## src/rtl/seven_seg_scan_n.sv

```systemverilog
// Multiplexed seven-segment driver: periodic/forced snapshot of the digit bus,
// anode scan with dead time, leading-zero blanking and selectable polarity.
module seven_seg_scan_n #(
    parameter int NUM_DIGITS = 4,
    parameter int SCAN_DIV   = 48000,
    parameter int HOLD_DIV   = 6000000,
    parameter int DEAD_CYC   = 16,
    parameter int ACTIVE_LOW = 1
) (
    input  logic                    clk,
    input  logic                    rst_n,
    input  logic [4*NUM_DIGITS-1:0] digits_in,
    input  logic [NUM_DIGITS-1:0]   dp_in,
    input  logic                    blank_lz,
    input  logic                    freeze,
    input  logic                    load_now,
    output logic [NUM_DIGITS-1:0]   an,
    output logic [6:0]              seg,
    output logic                    dp,
    output logic                    snap_tick
);

    localparam int SCAN_W = (SCAN_DIV > 1) ? $clog2(SCAN_DIV) : 1;
    localparam int HOLD_W = (HOLD_DIV > 1) ? $clog2(HOLD_DIV) : 1;
    localparam int IDX_W  = $clog2(NUM_DIGITS);

    localparam logic                  POL_OFF = (ACTIVE_LOW != 0) ? 1'b1 : 1'b0;
    localparam logic [NUM_DIGITS-1:0] AN_OFF  = {NUM_DIGITS{POL_OFF}};
    localparam logic [6:0]            SEG_OFF = {7{POL_OFF}};
    localparam logic [NUM_DIGITS-1:0] ONE_HOT = {{(NUM_DIGITS-1){1'b0}}, 1'b1};

    // Active-low segment pattern (bit6=g .. bit0=a) for one hex digit.
    function automatic logic [6:0] hex_to_seg(input logic [3:0] hex);
        logic [6:0] pat;
        case (hex)
            4'h0:    pat = 7'h40;
            4'h1:    pat = 7'h79;
            4'h2:    pat = 7'h24;
            4'h3:    pat = 7'h30;
            4'h4:    pat = 7'h19;
            4'h5:    pat = 7'h12;
            4'h6:    pat = 7'h02;
            4'h7:    pat = 7'h78;
            4'h8:    pat = 7'h00;
            4'h9:    pat = 7'h10;
            4'hA:    pat = 7'h08;
            4'hB:    pat = 7'h03;
            4'hC:    pat = 7'h46;
            4'hD:    pat = 7'h21;
            4'hE:    pat = 7'h06;
            4'hF:    pat = 7'h0E;
            default: pat = 7'h7F;
        endcase
        return pat;
    endfunction

    logic [SCAN_W-1:0]              scan_cnt_r;
    logic [IDX_W-1:0]               digit_idx_r;
    logic [HOLD_W-1:0]              hold_cnt_r;
    logic [NUM_DIGITS-1:0][3:0]     snap_digits_r;
    logic [NUM_DIGITS-1:0]          snap_dp_r;
    logic                           snap_tick_r;
    logic [NUM_DIGITS-1:0]          an_r;
    logic [6:0]                     seg_r;
    logic                           dp_r;

    logic                           scan_wrap_s;
    logic                           idx_wrap_s;
    logic                           hold_term_s;
    logic                           load_s;
    logic [NUM_DIGITS:1]            zero_run_s;
    logic [NUM_DIGITS-1:0]          blank_s;
    logic [3:0]                     cur_hex_s;
    logic                           cur_dp_s;
    logic                           cur_blank_s;
    logic [NUM_DIGITS-1:0]          an_nxt_s;
    logic [6:0]                     seg_nxt_s;
    logic                           dp_nxt_s;

    assign scan_wrap_s = (scan_cnt_r == SCAN_W'(SCAN_DIV - 1));
    assign idx_wrap_s  = (digit_idx_r == IDX_W'(NUM_DIGITS - 1));
    assign hold_term_s = (hold_cnt_r == HOLD_W'(HOLD_DIV - 1));
    // A forced load and a terminal-count load on the same cycle merge into one.
    assign load_s      = load_now | (hold_term_s & ~freeze);

    // zero_run_s[k]: digit k and every digit above it are zero with no dp.
    assign zero_run_s[NUM_DIGITS] = 1'b1;
    for (genvar k = 1; k < NUM_DIGITS; k++) begin : g_lz
        assign zero_run_s[k] = zero_run_s[k+1] & (snap_digits_r[k] == 4'h0) & ~snap_dp_r[k];
    end
    assign blank_s = {zero_run_s[NUM_DIGITS-1:1] & {(NUM_DIGITS-1){blank_lz}}, 1'b0};

    assign cur_hex_s   = snap_digits_r[digit_idx_r];
    assign cur_dp_s    = snap_dp_r[digit_idx_r];
    assign cur_blank_s = blank_s[digit_idx_r];

    // Next anode/segment/dp values for the current scan position.
    always_comb begin
        an_nxt_s  = AN_OFF;
        seg_nxt_s = SEG_OFF;
        dp_nxt_s  = POL_OFF;
        if (cur_blank_s) begin
            an_nxt_s = AN_OFF;
        end else begin
            if (POL_OFF) begin
                seg_nxt_s = hex_to_seg(cur_hex_s);
            end else begin
                seg_nxt_s = ~hex_to_seg(cur_hex_s);
            end
            dp_nxt_s = cur_dp_s ? ~POL_OFF : POL_OFF;
            if (scan_cnt_r < SCAN_W'(DEAD_CYC)) begin
                an_nxt_s = AN_OFF;
            end else begin
                an_nxt_s = AN_OFF ^ (ONE_HOT << digit_idx_r);
            end
        end
    end

    // Digit slot counter and digit index.
    always_ff @(posedge clk or negedge rst_n) begin
        if (!rst_n) begin
            scan_cnt_r  <= '0;
            digit_idx_r <= '0;
        end else if (scan_wrap_s) begin
            scan_cnt_r  <= '0;
            digit_idx_r <= idx_wrap_s ? '0 : digit_idx_r + IDX_W'(1);
        end else begin
            scan_cnt_r  <= scan_cnt_r + SCAN_W'(1);
        end
    end

    // Hold period counter; a forced load restarts the period.
    always_ff @(posedge clk or negedge rst_n) begin
        if (!rst_n) begin
            hold_cnt_r <= '0;
        end else if (load_now || hold_term_s) begin
            hold_cnt_r <= '0;
        end else begin
            hold_cnt_r <= hold_cnt_r + HOLD_W'(1);
        end
    end

    // Snapshot registers and the tick that follows each load.
    always_ff @(posedge clk or negedge rst_n) begin
        if (!rst_n) begin
            snap_digits_r <= '0;
            snap_dp_r     <= '0;
            snap_tick_r   <= 1'b0;
        end else begin
            snap_tick_r <= load_s;
            if (load_s) begin
                snap_digits_r <= digits_in;
                snap_dp_r     <= dp_in;
            end
        end
    end

    // Registered pin drivers.
    always_ff @(posedge clk or negedge rst_n) begin
        if (!rst_n) begin
            an_r  <= AN_OFF;
            seg_r <= SEG_OFF;
            dp_r  <= POL_OFF;
        end else begin
            an_r  <= an_nxt_s;
            seg_r <= seg_nxt_s;
            dp_r  <= dp_nxt_s;
        end
    end

    assign an        = an_r;
    assign seg       = seg_r;
    assign dp        = dp_r;
    assign snap_tick = snap_tick_r;

endmodule

```

## config.mk

```make
export PLATFORM = sky130hd
export DESIGN_NAME = seven_seg_scan_n
export DESIGN_NICKNAME = d
export VERILOG_FILES = /design/src/rtl/seven_seg_scan_n.sv
export SDC_FILE = /design/constraint.sdc
export NUM_CORES = 1
export LEC_CHECK = 0
export ABC_AREA = 1
export CORE_MARGIN = 2
export CORE_UTILIZATION = 58
export CTS_CLUSTER_DIAMETER = 40
export DETAILED_ROUTE_END_ITERATION = 10
export PLACE_DENSITY_LB_ADDON = 0.3
export SLEW_MARGIN = 10
export SYNTH_ARGS = -nofsm -noshare
export SYNTH_HDL_FRONTEND = slang
export SYNTH_SLANG_ARGS = --single-unit
```

## constraint.sdc

```tcl
create_clock -name clk -period 2 [get_ports clk]
set_input_delay 0.4 -clock clk [delete_from_list [all_inputs] [get_ports clk]]
set_output_delay 0.4 -clock clk [all_outputs]
set_load 0.02 [all_outputs]
```

==> results of run 1 <==
cells in the final DEF, fill, tap and decap left out, drive strengths merged, types with 3 or more instances in the layout:
cell type and n:
nor2 99, dfrtp 62, nand3 89, xnor2 5
nor4 4, clkdlybuf4s50 36, clkbuf 12, inv 52
o21ai 9, xor2 18, nor3 8, nand4 5
buf 14, ha 12, a21oi 3, dfstp 12
nand2 150
logic make-up (layout without fill, tap and decap cells):
kind of cell               after synthesis  count (layout)  synth area share
AOI/OAI and AO/OA                       14              14           0.01792
xor gates and xnor gates                23              23           0.04891
adders and majority gates               12              12           0.03645
buffers and inverters                   62             115           0.06926
DFF                                     74              74            0.4532
and+or+nand+nor                        355             355            0.3742
per-layer routing:
layer	track usage	part of all wire
met1	0.2970	0.41
met2	0.4511	0.52
met3	0.06157	0.054
met4	0.08540	0.020
met5	0	0
sequential cells by signal, indices dropped and copies added (netlist names):
name	cells
hold_cnt_r	23
scan_cnt_r	16
snap_digits_r	16
seg	7
an	4
snap_dp_r	4
digit_idx_r	2
dp	1
snap_tick	1
worst min-delay path by stage:
stage,start,slack (ns),cells past startpoint,to
after floorplan,rst_n,0.10,0,digit_idx_r[0]
after global placement,rst_n,0.45,2,snap_tick
final,rst_n,0.06,2,snap_digits_r[8]
after global routing,rst_n,0.08,2,snap_digits_r[8]
after detailed placement,rst_n,0.46,2,snap_tick
after CTS,rst_n,0.06,2,snap_digits_r[8]
Yosys cell counts, types with 5 or more instances:
library cell  number
xor2_1            18
ha_1              12
nor3_1             7
xnor2_1            5
dfstp_2           12
nand3_2            6
nand2_1          146
nand4_1            5
dfrtp_1           62
o21ai_0            9
nand3_1           83
buf_6              5
inv_2              5
inv_1             44
nor2_1            95
cell type report:
type                       instances  area, um^2  area share
multi-input combinational        404        1967      0.4075
sequential                        74        1867      0.3867
timing repair buffer              50       475.5     0.09850
clock buffer                      12       187.7     0.03888
inverter                          49       183.9     0.03810
tap                               96       120.1     0.02488
clock inverter                     4       26.28    0.005443
power by group:
| group | internal [mW] | leakage [nW] | switching (mW) | total, mW |
|---|---|---|---|---|
| Sequential | 1.58 | 0.945 | 0.0436 | 1.62 |
| Combinational | 0.163 | 1.15 | 0.206 | 0.369 |
| Clock | 0.639 | 0.114 | 0.566 | 1.21 |
| Total | 2.38 | 2.20 | 0.816 | 3.20 |
==> impl_results.md, run 1 <==
* Initial DRC Count at 186
* GRT Resource Usage Total at 0.2523
* Crit end category: output pin
* Synth unique cells at 27
* Fin. Hold Viols at 0
* Peak supply drop at around 0.41 mV
* Leak at 2.204 nW
* WHS at 0.05701 ns
* Final-layout fill cell count at roughly 550
* PD cells at 662.4 nW/um^2
* Post-CTS sizing at 0
* Fraction of layout cells with a size suffix above 1 at 0.1046
* Max-slew headroom at 0.7514
* Initial antenna violation count at 0
* RSZ-0062 raised after global routing: no
* RePlAce Congestion at approximately 0.96
* Final net count at ~630
* Fmax at 535.7 MHz
* Full die area at 7792 um^2
* Initial Utilization at 0.6029
* Fin Setup TNS at 0 ns
* Number of global-route vias before repair at 3,516
* DP Cell Count at around 670
* Leading area contributor after synthesis: dfrtp_1
* # H-tree levels at 3
* R2R depth at 10
* Crit path max-delay family: buffers and inverters
* Setup bufs post-CTS at 0
* Post-synth EDFFs at 0
* Io pins at 38
* # rows at 30
* Final non-filler cell total at 689
* Core area at 6832 um^2
* DRC viols at 0
* Clk sinks at 74
* Worst skew pair latency at 0.35 ns
* Worst Path Required at 1.60 ns
* CTS tree: built
* Critical path class: reg2out
* CP startpoint: an[3]
* DP Wirelength at approximately 6400 um
* Worst slack, placed at 0.2596 ns
* Worst Path Arrival at 1.47 ns
* Worst-margin pin slew at between 0.3 and 0.4 ns
* Via Count at roughly 3,700
* Fin Clk Skew at around 0.009 ns
* Seq/Total Area, Yosys at 0.4532
* Worst-path cell chain: clkdlybuf4s50_1
* Mapped Nets at about 580
* IO Port Bufs at 37
* Setup crit end: an[3]
* Status: completed
* DIE WIDTH at roughly 88 um
* WP buf/inv at 1
* First-pass GRT wire length at 15,390 um
* TritonCTS Buffers at 9
* Pins Over Slew Limit at 0
* Mapped Cells at 540
* Max clock buf depth at 2
* Final Util at 0.7066
* Worst hold path type: in2async
* GRT overflow at 0
* Fin crit share at 0.9334
* Layout Area Growth over Synthesis at 17.19%
* Ys async rst share at 1.000
* Critical path peak fanout at 1
* Main synth FF type: dfrtp_1
* Levels on crit path at 1
* Final Setup Violations at 0
* End of the worst register-to-register path: snap_digits_r[3]
* Wire per inst at 12.75 um
* R2r setup slk at between 0.2 and 0.3 ns
* Placement Cell Area at 4613 um^2
* Antenna Cells at 0
* Ranking of synthesized cells by area: dfrtp_1, nand2_1, nand3_1
* Root Driver: clkbuf_8
* Post-DRT Antenna Nets at 0
* Largest net degree at the start of global routing at 75
* Number of synthesized register bits at 74
* R2R Path Start: hold_cnt_r[0]
* Routed vias/inst at 5.306
* Clk pin slew, worst setup/hold paths at 0.08 ns
* Crit-path max cell delay at 0.59 ns
* Top cell type's share of synthesized area at 0.3767
* Minimum clock period at 1.867 ns
* DR pass1 iterations at 5
* Syn. warnings at 0
* WL final at 8784 um
* Number of max-cap violations at 0
* Power, Total at approximately 3.2 mW
* Final WS setup at 0.1332 ns
* Die H at 88.27 um
* Critical path's slowest cell: clkdlybuf4s50_1
* Final instance area at approximately 4800 um^2
* CP Launch Type: flip-flop
* Cell Area, Synth at slightly above 4000 um^2
* Synth Area per Inst at 7.628 um^2
* Hold buffers post-CTS at 0
(Power assumes the default switching activity.)
==> inputs of run 2 (changes only) <==
- CORE_UTILIZATION: 58 -> 64
- DONT_BUFFER_PORTS: default -> 1
==> run 2 against run 1 <==
Net effect:
- routed wire length is 4.3% lower
- the run now ends with hold timing left
- clock power is 5% higher
- cell count is 9.1% lower
==> impl_results.md, run 2 (same netlist as run 1, synthesis figures left out) <==
* Routed vias/inst at 5.561 (+4.8%)
* Io pins at 38 (unchanged)
* Top flop regs: hold_cnt_r: 23 flops, scan_cnt_r: 16 flops, snap_digits_r: 16 flops
* GRT Resource Usage Total at 0.2571 (+0.004817)
* Worst skew pair latency at 0.34 ns (about the same)
* Critical path class: reg2reg
* DR pass1 iterations at 5 (unchanged)
* Crit end category: flip-flop
* Pint at 2.365 mW (-0.70%)
* Via Count at 3,481 (-4.8%)
* Worst-margin pin slew at 0.6483 ns (+0.2783 ns)
* Fin Setup TNS at 0 ns (unchanged)
* Final non-filler cell total at 626 (-9.1%)
* GRT overflow at 0 (unchanged)
* Number of max-cap violations at 0 (unchanged)
* DP Wirelength at 6110 um (-3.9%)
* CP Launch Type: flip-flop
* Minimum clock period at 1.796 ns (-0.07098 ns)
* Failing checks: hold timing
* # rows at 29 (-3.3%)
* Layout Area Growth over Synthesis at 6.804%
* Root Driver: clkbuf_8
* Status: complete, but fails checks
* Max-slew headroom at 0.5668 (-0.1847)
* Switch share at 0.2455 (-0.009562)
* RSZ-0062 raised after global routing: no
* DIE WIDTH at 84.23 um (-4.6%)
* Fin crit share at 0.8979 (-0.03549)
* Worst-path cell chain: ha_1 > nand2_2 > nor2_4 > nand2_1 > nor2_1 > nand3_4 > nand3_1 > nand2_1
* Critical path peak fanout at 21 (+20)
* First-pass GRT wire length at 14,850 um (-3.5%)
* Antenna Cells at 0 (unchanged)
* Largest Register: hold_cnt_r
* Final net count at 581 (-7.0%)
* Crit-path max cell delay at 0.43 ns (-0.16 ns)
* Most frequent cells in the layout: nand2_1, nor2_1, nand3_1
* Full die area at 7094 um^2 (-9.0%)
* Die H at 84.23 um (-4.6%)
* Clk sinks at 74 (unchanged)
* Fin. Hold Viols at 74 (+74)
* Final Setup Violations at 0 (unchanged)
* Initial antenna violation count at 0 (unchanged)
* Number of global-route vias before repair at 3,322 (-5.5%)
* Commonest non-fill, non-tap cell in the layout: nand2_1
* Worst hold path type: in2async
* Comb power frac at 0.066 (-0.049)
* Core area at 6277 um^2 (-8.1%)
* Largest net degree at the start of global routing at 75 (unchanged)
* IO Port Bufs at 0 (-100%)
* # H-tree levels at 3 (unchanged)
* Cell mode on critical path: nand2_1
* Fin Clk Skew at 0.01351 ns (+0.004379 ns)
* TritonCTS Buffers at 9 (unchanged)
* Wire per inst at 13.43 um (+5.4%)
* Part of the power in registers at 0.531 (+0.023)
* Worst Path Required at 2.22 ns (+0.62 ns)
* Leak at 2.015 nW (-8.6%)
* Initial Utilization at 0.6562 (+0.05324)
* Max clock buf depth at 2 (unchanged)
* Switching pwr at 0.7697 mW (-5.6%)
* Max FFs per register at 23 (unchanged)
* CTS tree: built
* Pins Over Slew Limit at 0 (unchanged)
* Fmax at 556.8 MHz (+4.0%)
* DP Cell Count at 610 (-9.4%)
* Peak supply drop at 0.7634 mV (+86%)
* WL final at 8409 um (-4.3%)
* PD cells at 712.6 nW/um^2 (+7.6%)
* Power, Total at 3.135 mW (-2.0%)
* Clock Power Share at 0.404 (+0.027)
* Worst Path Arrival at 2.02 ns (+0.55 ns)
* Post-DRT Antenna Nets at 0 (unchanged)
* Critical path's slowest cell: dfrtp_1
* WHS at -0.2608 ns (-0.3178 ns)
* RePlAce Congestion at 0.9633 (+0.20%)
* Clk pin slew, worst setup/hold paths at 0.09 ns (about the same)
* Fraction of layout cells with a size suffix above 1 at 0.09836 (-0.006192)
* DRC viols at 0 (unchanged)
* Initial DRC Count at 259 (+39%)
==> run 2: changes by cell type in the layout (fill, tap and decap cells not counted), sizes merged <==
cell / delta
buf: -8
bufinv: +2
clkbuf: -2
clkdlybuf4s50: -36
clkinvlp: +2
inv: -2
==> run 2: final cells by class <==
cell class | count | area, um^2
Inverter | 49 | 186.4
Timing Repair Buffer | 6 | 57.56
Tap cell | 77 | 96.34
Clock buffer | 10 | 127.6
Sequential cell | 74 | 1868
Fill cell | 510 | 1878
Multi-Input combinational cell | 404 | 1974
Clock inverter | 6 | 88.84
==> run 2: final timing paths <==
path                                    start               end  slack, ns  cells after the start
max in group asynchronous               rst_n             an[0]       2.05                      0
worst min register to register  scan_cnt_r[0]     scan_cnt_r[0]       0.49                      1
worst min-delay path                    rst_n  snap_digits_r[1]      -0.26                      0
worst max-delay path            hold_cnt_r[0]  snap_digits_r[3]       0.20                      8
worst max register to register  hold_cnt_r[0]  snap_digits_r[3]       0.20                      8
min in group clk                 digits_in[0]  snap_digits_r[0]       0.19                      2
==> run 2: routing by layer <==
metal  up-vias  GRT usage  wire length [um]
met2       100     0.4401              4167
met3        25    0.05015               338
met4         0    0.08651               199
li1       1723          -                 -
met1      1633     0.3288              3704
met5         -          0                 0
==> run 2: metrics by stage <==
step	util	setup WS, ns	area [um^2]
floorplan	-	0.4451	4119
global placement	0.6645	0.1870	4172
detailed placement	0.6645	0.1238	4172
CTS	0.6990	0.1084	4388
global route	0.7008	0.007560	4399
finish	0.7008	0.2041	4399
==> run 2: timing repair <==
action | in CTS | in global routing
setup buffers | 0 | 0
gates resized for setup | 0 | 3
endpoints found under the hold margin | 74 | 74
setup endpoints to repair | 0 | 23
==> run 2: power by group through the flow <==
stage          Sequential, mW  Combinational, mW  Clock [mW]
2_1_floorplan            1.68              0.170           0
3_3_place_gp             1.69              0.196           0
3_5_place_dp             1.69              0.203           0
4_1_cts                  1.66              0.205        1.29
5_1_grt                  1.67              0.239        1.35
6_report                 1.66              0.206        1.27
==> run 2: worst max-delay path: cells and delay by family (launching register included) <==
| family | cells | cell delay (ns) |
|---|---|---|
| adders and majority gates | 1 | 0.26 |
| and+or+nand+nor | 7 | 1.00 |
| DFF | 1 | 0.43 |
==> inputs of run 3 (changes only) <==
- CELL_PAD_IN_SITES_DETAIL_PLACEMENT: default -> 0
- CELL_PAD_IN_SITES_GLOBAL_PLACEMENT: default -> 2
- CORE_UTILIZATION: 64 -> 37
==> run 3 against run 2 <==
Net effect:
- the flow still finishes with violations (hold timing)
- maximum frequency increased by 4.2%
- clock power increased by 6%
- power increased by 2.7%
- routed wire length increased by 16%
- critical endpoint is now digit_idx_r[1]
- flip-flop and latch count unchanged
- global-route usage decreased by 8.2 points
- sequential power about the same
- worst hold slack got worse by 0.0054 ns
- via count decreased by 2.6%
- critical path depth decreased by 1
- clock skew increased by 0.00074 ns
==> impl_results.md, run 3 (same netlist as run 1, synthesis figures left out) <==
* Via Count at 3,391 (-2.6%)
* Crit end category: flip-flop
* Peak supply drop at 0.3804 mV (-50%)
* Minimum clock period at 1.723 ns (-0.07266 ns)
* Top flop regs: hold_cnt_r: 23 flops, scan_cnt_r: 16 flops, snap_digits_r: 16 flops
* Max clock buf depth at 2 (unchanged)
* Setup bufs post-CTS at 0 (unchanged)
* Failing checks: hold timing
* Initial DRC Count at 186 (-28%)
* Fraction of layout cells with a size suffix above 1 at 0.1033 (+0.004900)
* Largest net degree at the start of global routing at 75 (unchanged)
* Most frequent cells in the layout: nand2_1, nor2_1, nand3_1
* Max-slew headroom at 0.5377 (-0.02904)
* DP Wirelength at 7108 um (+16%)
* Final Setup Violations at 0 (unchanged)
* CP Launch Type: flip-flop
* PD cells at 715.3 nW/um^2 (+0.38%)
* Antenna Cells at 0 (unchanged)
* # H-tree levels at 3 (unchanged)
* Leak at 2.037 nW (+1.1%)
* Critical path class: reg2reg
* Final Util at 0.4151 (-0.2858)
* Routed vias/inst at 4.900 (-12%)
* Worst hold path type: in2async
* Number of global-route vias before repair at 3,303 (-0.57%)
* WL final at 9793 um (+16%)
* Fin Setup TNS at 0 ns (unchanged)
* IO Port Bufs at 0 (unchanged)
* Fin. Hold Viols at 74 (unchanged)
* Wire per inst at 14.15 um (+5.4%)
* Clk pin slew, worst setup/hold paths at 0.08 ns (about the same)
* Fin crit share at 0.8616 (-0.03633)
* Fmax at 580.3 MHz (+4.2%)
* Die H at 109.5 um (+30%)
* Initial antenna violation count at 0 (unchanged)
* Power, Total at 3.218 mW (+2.7%)
* Core area at 10,840 um^2 (+73%)
* Post-DRT Antenna Nets at 0 (unchanged)
* Final-layout fill cell count at 1,141 (+120%)
* Worst Path Arrival at 1.95 ns (-0.07 ns)
* # rows at 38 (+31%)
* Reg area at 1867 um^2 (about the same)
* Final net count at 584 (+0.52%)
* RSZ-0062 raised after global routing: no
* GRT overflow at 0 (unchanged)
* Worst skew pair latency at 0.35 ns (about the same)
* R2R depth at 7 (-1)
* Status: complete, but fails checks
* Worst-margin pin slew at 0.6917 ns (+0.04345 ns)
* DR pass1 iterations at 4 (-1)
* Initial Utilization at 0.3800 (-0.2762)
* Number of max-cap violations at 0 (unchanged)
* CTS tree: built
* First-pass GRT wire length at 16,080 um (+8.3%)
* DIE WIDTH at 109.5 um (+30%)
* Commonest non-fill, non-tap cell in the layout: nand2_1
* TritonCTS Buffers at 9 (unchanged)
* Max FFs per register at 23 (unchanged)
* WHS at -0.2662 ns (-0.005363 ns)
* DP Cell Count at 676 (+11%)
* Io pins at 38 (unchanged)
* GRT Resource Usage Total at 0.1751 (-0.08203)
* Full die area at 11,990 um^2 (+69%)
* Pins Over Slew Limit at 0 (unchanged)
* Critical path peak fanout at 6 (-71%)
* Root Driver: clkbuf_8
* Multi-input logic area at 1967 um^2 (-0.38%)
* Largest Register: hold_cnt_r
* Post-CTS sizing at 0 (unchanged)
* DRC viols at 0 (unchanged)
* Clk sinks at 74 (unchanged)
* RePlAce Congestion at 0.8522 (-12%)
* Layout Area Growth over Synthesis at 9.235%
* Fin Clk Skew at 0.01425 ns (+0.0007358 ns)
* Final non-filler cell total at 692 (+11%)
* Worst Path Required at 2.23 ns (about the same)
## run 3: worst max-delay path, stage by stage (launching register included)
cell     delay (ns)
dfrtp_1        0.41
ha_1           0.21
nand2_1        0.07
nor2_2         0.21
nand4_1        0.12
nor3_1         0.29
buf_4          0.22
o21ai_0        0.09
## run 3: power breakdown
group / switching (mW) / leakage (nW) / internal, mW / total, mW
logic: 0.133 / 0.983 / 0.0754 / 0.208
clock network: 0.605 / 0.109 / 0.739 / 1.34
registers: 0.0829 / 0.945 / 1.58 / 1.67
## run 3: final cells by class
class / instances / area share
Multi-Input combinational cell: 404 / 0.4372
Sequential cell: 74 / 0.4149
Inverter: 49 / 0.04088
Tap cell: 140 / 0.03893
Clock buffer: 10 / 0.03059
Clock inverter: 6 / 0.01974
Timing Repair Buffer: 9 / 0.01780
## run 3: through the flow
step	cell area [um^2]	setup slack, ns
final	4499	0.2768
after floorplan	4119	0.4451
after CTS	4499	0.2484
after global routing	4499	0.01769
after global placement	4273	0.3363
after detailed placement	4273	0.2671
## run 3: worst paths after layout
check,slack (ns),end,start
max in group asynchronous,2.08,an[3],rst_n
min in group clk,0.18,snap_digits_r[9],digits_in[9]
hold / removal,-0.27,snap_digits_r[0],rst_n
setup / recovery,0.28,digit_idx_r[1],scan_cnt_r[0]
setup reg to reg,0.28,digit_idx_r[1],scan_cnt_r[0]
hold reg to reg,0.50,scan_cnt_r[0],scan_cnt_r[0]
## run 3: metal layers
layer  GRT usage  vias to the layer above  share of wire
met5           0                        -              0
met2      0.3025                       65           0.49
met4     0.07233                        0          0.024
met3     0.02727                       16          0.026
li1            -                     1732              -
met1      0.2172                     1578           0.46
